==> config.mk <==
export PLATFORM = sky130hd
export DESIGN_NAME = seg_scan_counter
export DESIGN_NICKNAME = d
export VERILOG_FILES = /design/src/rtl/seg_scan_counter.sv
export SDC_FILE = /design/constraint.sdc
export NUM_CORES = 1
export LEC_CHECK = 0
export CORE_ASPECT_RATIO = 1.4
export CORE_MARGIN = 5
export CORE_UTILIZATION = 38
export DETAILED_ROUTE_END_ITERATION = 8
export GPL_ROUTABILITY_DRIVEN = 0
export PLACE_DENSITY_LB_ADDON = 0.3
export SLEW_MARGIN = 0
export SYNTH_ARGS = -nofsm -noshare
export SYNTH_HDL_FRONTEND = slang
export SYNTH_SLANG_ARGS = --single-unit
==> constraint.sdc <==
create_clock -name clk -period 2.45 [get_ports clk]
set_input_delay 0.245 -clock clk [delete_from_list [all_inputs] [get_ports clk]]
set_output_delay 0.245 -clock clk [all_outputs]
set_load 0.01 [all_outputs]
==> src/rtl/seg_scan_counter.sv <==
// seg_scan_counter: count-rate prescaler, N-digit BCD up/down counter and a
// time-multiplexed 7-segment scanner with optional leading-zero blanking.
// Segment and digit pins are registered; polarity inversion is applied last.
module seg_scan_counter #(
  parameter int CLK_HZ      = 50_000_000,
  parameter int COUNT_HZ    = 1,
  parameter int SCAN_HZ     = 1000,
  parameter int DIGITS      = 4,
  parameter bit BLANK_LZ    = 1'b1,
  parameter bit SEG_ACT_LOW = 1'b0,
  parameter bit DIG_ACT_LOW = 1'b0
) (
  input  logic                  clk,
  input  logic                  rst,
  input  logic                  en,
  input  logic                  up,
  input  logic                  clr,
  output logic                  tick,
  output logic                  carry,
  output logic [4*DIGITS-1:0]   value,
  output logic [7:0]            seg,
  output logic [DIGITS-1:0]     dig
);

  localparam int CNT_DIV  = CLK_HZ / COUNT_HZ;
  localparam int SCAN_DIV = CLK_HZ / (SCAN_HZ * DIGITS);
  localparam int PC_W     = $clog2(CNT_DIV);
  localparam int SC_W     = $clog2(SCAN_DIV);
  localparam int IX_W     = (DIGITS > 1) ? $clog2(DIGITS) : 1;
  localparam int VW       = 4 * DIGITS;

  logic [PC_W-1:0]   pc_q, pc_d;
  logic [VW-1:0]     value_q, value_d;
  logic              tick_q, tick_d;
  logic              carry_q, carry_d;
  logic              step;
  logic              cnt_wrap;
  logic [SC_W-1:0]   sc_q, sc_d;
  logic [IX_W-1:0]   idx_q, idx_d;
  logic [7:0]        seg_q, seg_d;
  logic [DIGITS-1:0] dig_q, dig_d;
  logic [DIGITS-1:0] zero_above;
  logic [3:0]        cur_digit;
  logic              cur_blank;

  // One BCD step with decimal ripple; wrap is set when every digit rolled over.
  function automatic logic [VW-1:0] bcd_step(input logic [VW-1:0] v, input logic inc,
                                              output logic wrap);
    logic [VW-1:0] r;
    logic          c;
    r = v;
    c = 1'b1;
    for (int i = 0; i < DIGITS; i++) begin
      if (c) begin
        if (inc) begin
          if (v[4*i +: 4] == 4'd9) r[4*i +: 4] = 4'd0;
          else begin
            r[4*i +: 4] = v[4*i +: 4] + 4'd1;
            c = 1'b0;
          end
        end else begin
          if (v[4*i +: 4] == 4'd0) r[4*i +: 4] = 4'd9;
          else begin
            r[4*i +: 4] = v[4*i +: 4] - 4'd1;
            c = 1'b0;
          end
        end
      end
    end
    wrap = c;
    return r;
  endfunction

  // BCD to active-high {dp,g,f,e,d,c,b,a}; non-decimal codes stay dark.
  function automatic logic [7:0] seg_decode(input logic [3:0] d);
    case (d)
      4'd0:    return 8'h3F;
      4'd1:    return 8'h06;
      4'd2:    return 8'h5B;
      4'd3:    return 8'h4F;
      4'd4:    return 8'h66;
      4'd5:    return 8'h6D;
      4'd6:    return 8'h7D;
      4'd7:    return 8'h07;
      4'd8:    return 8'h7F;
      4'd9:    return 8'h6F;
      default: return 8'h00;
    endcase
  endfunction

  // Count prescaler and counter next state; clear overrides a coincident step.
  always_comb begin
    step     = en && (pc_q == PC_W'(CNT_DIV - 1));
    pc_d     = pc_q;
    value_d  = value_q;
    tick_d   = 1'b0;
    carry_d  = 1'b0;
    cnt_wrap = 1'b0;
    if (clr) begin
      pc_d    = '0;
      value_d = '0;
    end else if (en) begin
      pc_d = step ? '0 : pc_q + PC_W'(1);
      if (step) begin
        value_d = bcd_step(value_q, up, cnt_wrap);
        tick_d  = 1'b1;
        carry_d = cnt_wrap;
      end
    end
  end

  // Free-running scan prescaler stepping the digit index round-robin.
  always_comb begin
    sc_d  = (sc_q == SC_W'(SCAN_DIV - 1)) ? '0 : sc_q + SC_W'(1);
    idx_d = idx_q;
    if (sc_q == SC_W'(SCAN_DIV - 1))
      idx_d = (idx_q == IX_W'(DIGITS - 1)) ? '0 : idx_q + IX_W'(1);
  end

  // Select the scanned digit, decide blanking, and form the next pin pattern.
  always_comb begin
    logic z;
    z          = 1'b1;
    zero_above = '0;
    for (int i = DIGITS - 1; i >= 0; i--) begin
      z             = z & (value_q[4*i +: 4] == 4'd0);
      zero_above[i] = z;
    end
    cur_digit = 4'd0;
    cur_blank = 1'b0;
    dig_d     = '0;
    for (int i = 0; i < DIGITS; i++) begin
      if (idx_q == IX_W'(i)) begin
        cur_digit = value_q[4*i +: 4];
        cur_blank = BLANK_LZ && (i > 0) && zero_above[i];
        dig_d[i]  = 1'b1;
      end
    end
    seg_d = cur_blank ? 8'h00 : seg_decode(cur_digit);
  end

  // State registers; asynchronous active-low reset returns everything to idle.
  always_ff @(posedge clk or negedge rst) begin
    if (!rst) begin
      pc_q    <= '0;
      value_q <= '0;
      tick_q  <= 1'b0;
      carry_q <= 1'b0;
      sc_q    <= '0;
      idx_q   <= '0;
      seg_q   <= 8'h00;
      dig_q   <= '0;
    end else begin
      pc_q    <= pc_d;
      value_q <= value_d;
      tick_q  <= tick_d;
      carry_q <= carry_d;
      sc_q    <= sc_d;
      idx_q   <= idx_d;
      seg_q   <= seg_d;
      dig_q   <= dig_d;
    end
  end

  assign tick  = tick_q;
  assign carry = carry_q;
  assign value = value_q;
  assign seg   = seg_q ^ {8{SEG_ACT_LOW}};
  assign dig   = dig_q ^ {DIGITS{DIG_ACT_LOW}};

endmodule

==> flow_summary.ini <==
[setup_path]
r2r-end = seg[0]$_DFF_PN0_
slowest_delay_ns = 0.42
rr_startpoint = idx_q[0]$_DFFE_PN0N_
worstPathArrival_ns = 2.56
setup.worst_path.end_class = flop
crit_type = flop to flop
path_max_fanout = 14
worst-endpoint-required_ns = 2.71
critPathBufInv = 2
critPathLaunchType = flop
cp_cell_sequence = ha_1 > nor2b_1 > a211oi_1 > buf_4 > inv_1 > ha_1 > or3_1 > a21oi_1
rr_worst_depth = 8
crit_slowest_cell = dfrtp_1
rrSetupSlack_ns = 0.15
cp_common_cell = ha_1
cp_top_family = adder cells

[timing]
setup_viol = 0
finalClockSkew_ns = 0.006202
max_slew_margin_pct = 64.44
max_slew.worst_pin.slew_ns = 0.5303
timing.final.crit_share_pct = 94.02
slew_violations = 0
fmax_mhz = 434.1
setup_ws_ns = 0.1464
min_period_ns = 2.304
worst_hold_slack_ns = 0.4725
rsz0062_at_grt = false
hold_viol_final = 0

[placement]
pre_cts_ws_ns = -0.01859
portBuffers = 33
post-place-cells = 642
dp_hpwl_um = 6712

[cts]
postCtsSetupBuffers = 0
tritoncts = done
root_buffer = clkbuf_16
clkLatencyLatePin_ns = 0.33
clkTransAtPathRegs_ns = 0.06
htree_levels = 3
cts.sinks = 71
cts_inserted_buffers = 9
clockBufferDepth = 2

[power_and_ir_drop]
p_total_mw = 2.551
ir_drop_uv = 300.4
power.density_mw_per_mm2 = 499.0
leakagePower_nw = 2.110

[drt]
antenna_left = 0
vias_per_cell = 5.390
post_drt_wl_per_cell_um = 14.37
drt_wl_total_um = 9468
drtIter0Drc = 135
drc = 0
dr.pass1.iters = 4
vias = 3552

[grt]
globalRouteMet3Util_pct = 3.434
grtUsageMet2_pct = 27.20
grt_use_met1_pct = 16.99
grt_pass1_vias = 3556
antenna_found_initial = 0
grt.total_usage_pct = 15.30
busiest_layer = met2
grt_pass1_wl_um = 16640
grt_overflow = 0
grt_max_degree = 72

[yosys]
yosys.area.top_type = dfrtp_1
ys_seq_elements = 71
synth_cell_types = 56
avgSynthCellArea_um2 = 8.932
synth_edf_count = 0
synth_top_area_share_pct = 42.41
syn_area_mm2 = 0.004189
ys_seq_area_share_pct = 42.41
yosys_most_used_dff = dfrtp_1
async_reset_ff_share_pct = 100.0
yosys_warnings = 0
synthCells = 469
synthTopCellsByArea = dfrtp_1 (42%), xor2_1 (6.1%), nor2_1 (4.8%)
syn-num-nets = 485

[floorplanning]
fp.dieW_um = 98.74
core_mm2 = 0.01081
rows = 45
num_io_pins = 35
initial_core_util_pct = 38.75
die-area_mm2 = 0.01325
die_y_um = 134.2

[worst_hold_path]
whs_path_depth = 1
hold-path-endpoint = sc_q[13]$_DFF_PN0_
hp-start = sc_q[13]$_DFF_PN0_
hp-class = flop to flop

[run_status]
status = finished clean

[final_layout]
syn2layout_area_growth_pct = 22.04
stdcell_count = 659
nNetsFinal = 529
drive_above_1_share_pct = 12.36
antennaDiodeCount = 0

[job]
cap_viol_max_count = 0
## per-layer routing
metal,share of wire (%),vias to the layer above
met1,41,1717
met2,52,66
li1,-,1752
met3,4.5,17
met5,0,-
met4,2.5,0
## state kept, by name, summed over array words and instances (netlist names)
| name | flops |
|---|---|
| idx_q | 2 |
| tick | 1 |
| sc_q | 14 |
| pc_q | 26 |
| carry | 1 |
| seg | 7 |
| dig | 4 |
| value | 16 |
## cells by family (layout without fill, tap and decap cells)
logic type               after synthesis  count (layout)  share of synthesized area, %
buffers and inverters                 45              94                         4.301
AO/OA/AOI/OAI                         91              91                         13.32
adder cells (fa/ha/maj)               11              11                         3.285
multiplexers                           8               8                         2.061
other                                  1               1                       0.08952
AND/OR/NAND/NOR                      203             203                         26.37
XOR/XNOR                              39              39                         8.154
flip-flops                            71              71                         42.41
## stage by stage
| stage | util [%] | TNS, ns | area, um2 |
|---|---|---|---|
| 6_report | 47.29 | 0 | 5112 |
| 5_1_grt | 47.29 | 0 | 5112 |
| 4_1_cts | 47.25 | 0 | 5107 |
| 3_5_place_dp | 44.41 | -0.01859 | 4801 |
| 3_3_place_gp | 44.41 | 0 | 4801 |
| 2_1_floorplan | - | 0 | 4189 |
## where the power goes
| group | total (mW) | internal, mW | switching (mW) |
|---|---|---|---|
| clock | 1.27 | 0.794 | 0.475 |
| combinational | 0.103 | 0.0370 | 0.0659 |
| sequential | 1.18 | 1.18 | 0.00323 |
| total | 2.55 | 2.01 | 0.544 |
## final cells by class
class / instances / area, um2
clock buffer: 14 / 284.0
timing repair buffer: 64 / 573.1
tap: 141 / 176.4
sequential: 71 / 1777
clock inverter: 2 / 12.51
inverter: 14 / 52.55
multi-input combinational: 353 / 2237
fill: 1050 / 5698
## layout by cell type, fill, tap and decap left out, types with 3 or more instances in the layout
| master | instances |
|---|---|
| a211oi_1 | 5 |
| a21oi_1 | 37 |
| a31oi_1 | 5 |
| and2_1 | 5 |
| and3_1 | 8 |
| buf_4 | 29 |
| clkbuf_16 | 9 |
| clkbuf_8 | 4 |
| clkdlybuf4s50_1 | 32 |
| dfrtp_1 | 71 |
| ha_1 | 9 |
| inv_1 | 14 |
| mux2_2 | 5 |
| mux2i_1 | 3 |
| nand2_1 | 24 |
| nand2b_1 | 4 |
| nand3_1 | 22 |
| nand3b_1 | 3 |
| nand4_1 | 21 |
| nor2_1 | 54 |
| nor2b_1 | 6 |
| nor3_1 | 12 |
| nor3b_1 | 5 |
| nor4_1 | 8 |
| nor4b_1 | 3 |
| o21ai_0 | 22 |
| o31ai_1 | 3 |
| or2_2 | 3 |
| or3_1 | 8 |
| or4_1 | 7 |
| xnor2_1 | 10 |
| xor2_1 | 29 |
## synthesized netlist by cell type, types with 6 or more instances
cell and count:
o21ai_0 22, dfrtp_1 71, nor2_1 54, clkbuf_1 26, nand3_1 22, or4_1 7, or3_1 8, nand4_1 21
nand2_1 24, a21oi_1 37, nor4_1 8, nor2b_1 6, xnor2_1 10, nor3_1 12, xor2_1 29, inv_1 14
ha_1 11, and3_1 8
## how the worst max path moves through the flow
| stage | start | endpoint | slack, ns | cells after the start |
|---|---|---|---|---|
| 6_report | idx_q[0]$_DFFE_PN0N_ | seg[0]$_DFF_PN0_ | 0.15 | 8 |
| 5_1_grt | idx_q[0]$_DFFE_PN0N_ | seg[0]$_DFF_PN0_ | 0.01 | 8 |
| 4_1_cts | idx_q[0]$_DFFE_PN0N_ | seg[0]$_DFF_PN0_ | 0.14 | 8 |
| 3_5_place_dp | up | value[11]$_DFFE_PN0P_ | -0.02 | 7 |
| 3_3_place_gp | up | value[11]$_DFFE_PN0P_ | 0.02 | 7 |
| 2_1_floorplan | idx_q[0]$_DFFE_PN0N_ | seg[0]$_DFF_PN0_ | 0.20 | 8 |
## worst reg2reg max path, stage by stage (launching register included)
cell	delay (ns)
dfrtp_1	0.42
ha_1	0.37
nor2b_1	0.20
a211oi_1	0.28
buf_4	0.19
inv_1	0.10
ha_1	0.19
or3_1	0.36
a21oi_1	0.14
## repair_timing
action,4_1_cts,5_1_grt
endpoints found under the hold margin,71,0
hold buffers,1,0
setup endpoints to repair,0,1
gates resized for setup,0,2
Power figures use the tool's default switching activity.
